File: src/rtl/subtractor.sv
// Registered unsigned subtractor producing sign-magnitude output: s1 = |a - b|, ctrl = (a < b).
// One-cycle latency; outputs hold their value when no valid operands arrive.
module subtractor #(
    parameter int unsigned WIDTH = 4
) (
    input  logic             clk,
    input  logic             rst_n,
    input  logic             in_valid,
    input  logic [WIDTH-1:0] a,
    input  logic [WIDTH-1:0] b,
    output logic [WIDTH-1:0] s1,
    output logic             ctrl,
    output logic             out_valid
);

    logic [WIDTH:0]   borrow;
    logic [WIDTH-1:0] diff;
    logic [WIDTH-1:0] mag;

    logic [WIDTH-1:0] s1_d, s1_q;
    logic             ctrl_d, ctrl_q;
    logic             out_valid_d, out_valid_q;

    // Ripple-borrow chain of full-subtractor cells.
    always_comb begin
        borrow    = '0;
        diff      = '0;
        borrow[0] = 1'b0;
        for (int i = 0; i < int'(WIDTH); i++) begin
            diff[i]       = a[i] ^ b[i] ^ borrow[i];
            borrow[i + 1] = (~a[i] & b[i]) | (~(a[i] ^ b[i]) & borrow[i]);
        end
    end

    // A final borrow means the raw difference wrapped; negate it to get b - a.
    always_comb begin
        mag = diff;
        if (borrow[WIDTH]) begin
            mag = ~diff + {{(WIDTH - 1){1'b0}}, 1'b1};
        end
    end

    always_comb begin
        s1_d        = s1_q;
        ctrl_d      = ctrl_q;
        out_valid_d = in_valid;
        if (in_valid) begin
            s1_d   = mag;
            ctrl_d = borrow[WIDTH];
        end
    end

    always_ff @(posedge clk or negedge rst_n) begin
        if (!rst_n) begin
            s1_q        <= '0;
            ctrl_q      <= 1'b0;
            out_valid_q <= 1'b0;
        end else begin
            s1_q        <= s1_d;
            ctrl_q      <= ctrl_d;
            out_valid_q <= out_valid_d;
        end
    end

    assign s1        = s1_q;
    assign ctrl      = ctrl_q;
    assign out_valid = out_valid_q;

endmodule

File: config.mk
export PLATFORM = sky130hd
export DESIGN_NAME = subtractor
export DESIGN_NICKNAME = d
export VERILOG_FILES = /design/src/rtl/subtractor.sv
export SDC_FILE = /design/constraint.sdc
export NUM_CORES = 1
export LEC_CHECK = 0
export BUFFER_PORTS_ARGS = -buffer_cell sky130_fd_sc_hd__buf_4
export CORE_AREA = 8 8 45 47
export DETAILED_ROUTE_END_ITERATION = 10
export DIE_AREA = 0 0 53 55
export GPL_TIMING_DRIVEN = 0
export SYNTH_ARGS = -nofsm -noshare
export SYNTH_HDL_FRONTEND = slang
export SYNTH_SLANG_ARGS = --single-unit
File: constraint.sdc
create_clock -name clk -period 0.9 [get_ports clk]
set_input_delay 0.18 -clock clk [delete_from_list [all_inputs] [get_ports clk]]
set_output_delay 0.18 -clock clk [all_outputs]
set_load 0.01 [all_outputs]
* Yosys cells after proc, flatten, opt, wreduce, memory -nomap -nowiden *
Cells that the tools add are included.

word-level totals
  register bits = 6
  bits in latches = 0
  RAM bits = 0
  ROM bits = 0
  input port bits = 11
  output and inout bits = 6
  memories kept = 0

operators by class
  $add $sub $neg = 1
  multiply operators = 0
  divide/modulo/power cells = 0
  magnitude comparators = 0
  equal/unequal tests = 0
  shifts and indexed selects = 0
  mux-type cells = 1
  bitwise logic cells = 25
  reductions and logical operators = 0

operators by type and width
  operator             number
  $and 1x1->1          7
  $not 1->1            7
  $xor 1x1->1          7
  $add 4x1->4 const B  1
  $mux 4               1
  $not 4->4            1
  $or 1x1->1           3

* Depth between registers and ports, before layout *
  depth in word-level cells = 10
  mapped depth = 9

* Worst setup path after synthesis *
No wires, ideal clock.

  path type = input to register
  start point = input port a[0]
  end point = register s1_q[2], in the netlist s1[2]
  setup time = 0.125 ns
  arrival = 1.845 ns
  data required time = 0.775 ns
  slack = -1.070 ns
  cell stages on the path = 9
  cell sequence = inv_1 -> ha_1 -> fa_1 -> fa_1 -> inv_1 -> fa_1 -> nor2_2 -> xnor2_1 -> mux2_4

between the ends
  longest elaborated chain between the ends = 9

RTL lines
  what                                                 RTL line  source
  from (decl)                                          9         input logic [WIDTH-1:0] a,
  branches (longest 8 deep; another with $add 4x1->4)  --
  $mux 4 *                                             38        if (borrow[WIDTH]) begin
  to (signal assigned)                                 55        s1_q <= '0;
  to (signal assigned)                                 59        s1_q <= s1_d;
  to (decl)                                            20        logic [WIDTH-1:0] s1_d, s1_q;

Every way passes the cells marked *.
A chain may end at the register's enable or synchronous reset.

* Worst setup path in the final report *
Same ends and word-level chain as after synthesis.

==> results_dict.tcl <==
set metrics [dict create \
    status "finished, violations left" \
    violations "negative setup slack" \
    antenna_found_initial 0 \
    postSynthAreaPerCell_um2 11.38 \
    cts_made_buffers 3 \
    power_density_nw_per_um2 1659 \
    synth_cells 32 \
    final.setup.worst_slack_ns -0.7937 \
    setup_viol 10 \
    cts-root-buf "clkbuf_4" \
    final_cell_mix "buf_4, buf_6, dfrtp_1" \
    hold_viol_final 0 \
    drv_cap 0 \
    finClkSkew_ns 0 \
    grt-ovfl-total 0 \
    yosys.area_share.simple_pct 4.811 \
    synth_top_family_by_area "adder cells" \
    coreArea_um2 1384 \
    max_freq_mhz 590.4 \
    reg2reg_depth 4 \
    portBuffers 16 \
    drt-pass1-iter-count 2 \
    yosysSeqAreaShare_pct 41.24 \
    via_count 314 \
    wire_per_inst_um 11.49 \
    wl_um 885 \
    rows 14 \
    initial_core_util_pct 26.31 \
    cp-end-kind "flop" \
    die_w_um 53 \
    drive_gt1_share_pct 63.93 \
    grt_pass1_wl_mm 1.566 \
    synth-xor-area-share_pct 4.811 \
    mostFrequentLayoutCell "buf_4" \
    slew_viol_final 0 \
    crit_slowest_cell "fa_2" \
    grt_usage_pct 7.409 \
    route.antenna.remaining_nets 0 \
    synth_fp_nets 48 \
    maxSlewHeadroom_pct 88.78 \
    holdWs_ns 0.04767 \
    layoutNonFillerInstCount 77 \
    worst_pin_slew_ns 0.1636 \
    place_inst 64 \
    p_leak_nw 0.3398 \
    grt_setup_unrepaired "yes" \
    gp_congestion 0.6611 \
    cp_data_required_time_ns 1.03 \
    synthAdderAreaFrac_pct 23.37 \
    grt_pass1_vias 383 \
    ir_drop_mv 0.4849 \
    critPathKind "input pin to flop" \
    path_cells "buf_8 > inv_8 > ha_4 > fa_2 > fa_2 > inv_2 > fa_2 > nor2_2 > xnor2_1 > mux2_4" \
    htreeDepth 1 \
    worstPathArrival_ns 1.82 \
    fin_crit_sh_pct 188.2 \
    n_antenna_cell 0 \
    insertion_delay_ns 0.25 \
    critPathMaxStageDelay_ns 0.34 \
    tns_ns -3.144 \
    cts.clk_slew.worst_paths_ns 0.05 \
    cts_buffer_depth 2 \
    final_core_util_pct 49.19 \
    synth-compound-area-share_pct 7.560 \
    grt_start_max_net_pins 9 \
    via_per_inst 4.078 \
    min_path_type "input pin to flop" \
    die_h_um 55 \
    nNetsFinal 79 \
    drt_iter0_markers 2 \
    cts_tree "yes" \
    power_mw 1.129 \
    crit_path_max_fanout 3 \
    synth_cell_types 12 \
    die_area_um2 2915 \
    period_minus_slack_ns 1.694 \
    post-dp-hpwl_um 639.6 \
    drc_errors 0 \
    cts.sinks 6 \
    worstSetupStartpointType "input pin" \
    area_delta_synth_final_pct 86.94 \
    ios 17 \
    crit_path_frequent_cell "fa_2" \
    yosysWarnings 0 \
    muxShareOfSynthArea_pct 9.622 \
    hold_depth 1 \
    syn_area_um2 364.1 \
    synth-seq-cells 6 \
]
[where the power goes]
| part | switching [mW] | leakage [nW] | internal (mW) |
|---|---|---|---|
| clock network | 0.0987 | 0.0138 | 0.151 |
| logic | 0.183 | 0.257 | 0.339 |
| registers | 0.0346 | 0.0685 | 0.323 |
[worst max-delay path: cells and delay by family]
family	cells	cell delay (ns)
xor+xnor	1	0.12
fa+ha+maj	4	1.04
buf+inv	3	0.17
mux	1	0.25
simple gates	1	0.05
[cells by family after synthesis]
logic type      count (synthesis)
fa+ha+maj                       5
flops                           6
simple gates                    4
xor+xnor                        2
mux                             3
compound gates                  4
buf+inv                         8
[layout make-up]
class,instances,area [um2]
Buffer,1,5.005
Clock buffer,3,22.52
Fill cell,136,703.2
Inverter,7,33.78
Multi-Input combinational cell,18,210.2
Sequential cell,6,150.1
Tap cell,16,20.02
Timing Repair Buffer,26,239.0
[layer usage]
layer / global-route usage, % / part of all wire [%] / up-vias
li1: - / - / 157
met1: 7.231 / 40 / 137
met2: 12.30 / 45 / 18
met3: 2.674 / 13 / 2
met4: 6.466 / 1.9 / 0
met5: 0 / 0 / -
[cell usage after synthesis]
master   number  share of area (%)
inv_1         7                7.2
dfrtp_1       6                 41
a21oi_1       3                4.1
fa_1          3                 16
nor2_1        3                3.1
ha_1          2                6.9
mux2i_1       2                5.5
xnor2_1       2                4.8
a31oi_2       1                3.4
buf_2         1                1.4
mux2_4        1                4.1
nor2_2        1                1.7
[sequential cells by signal (all words and copies together), names as in the netlist]
register / count
out_valid: 1
ctrl: 1
s1: 4
[repair_timing]
action / in CTS / in global routing
gates resized for setup: 11 / 2
setup buffers: 7 / 3
gates cloned: 0 / 0
setup endpoints to repair: 10 / 10
hold endpoints to repair: 6 / 0
pin swaps: 9 / 3
hold buffers: 1 / 0
[per-stage QoR]
step	cell area, um2	setup WS, ns
after detailed placement	531.8	-1.184
after floorplan	391.6	-0.9850
final	680.7	-0.7937
after CTS	658.1	-0.8121
after global routing	680.7	-0.8758
after global placement	531.8	-1.171
[worst paths after layout]
path | startpoint | endpoint | slack [ns]
hold reg to reg | s1[0] | s1[0] | 0.55
max in group asynchronous | rst_n | s1[2] | 0.50
setup reg to reg | s1[1] | s1[1] | 0.01
hold / removal | in_valid | out_valid | 0.05
setup / recovery | a[0] | s1[2] | -0.79
min in group asynchronous | rst_n | out_valid | 0.28
(Power assumes the default switching activity.)
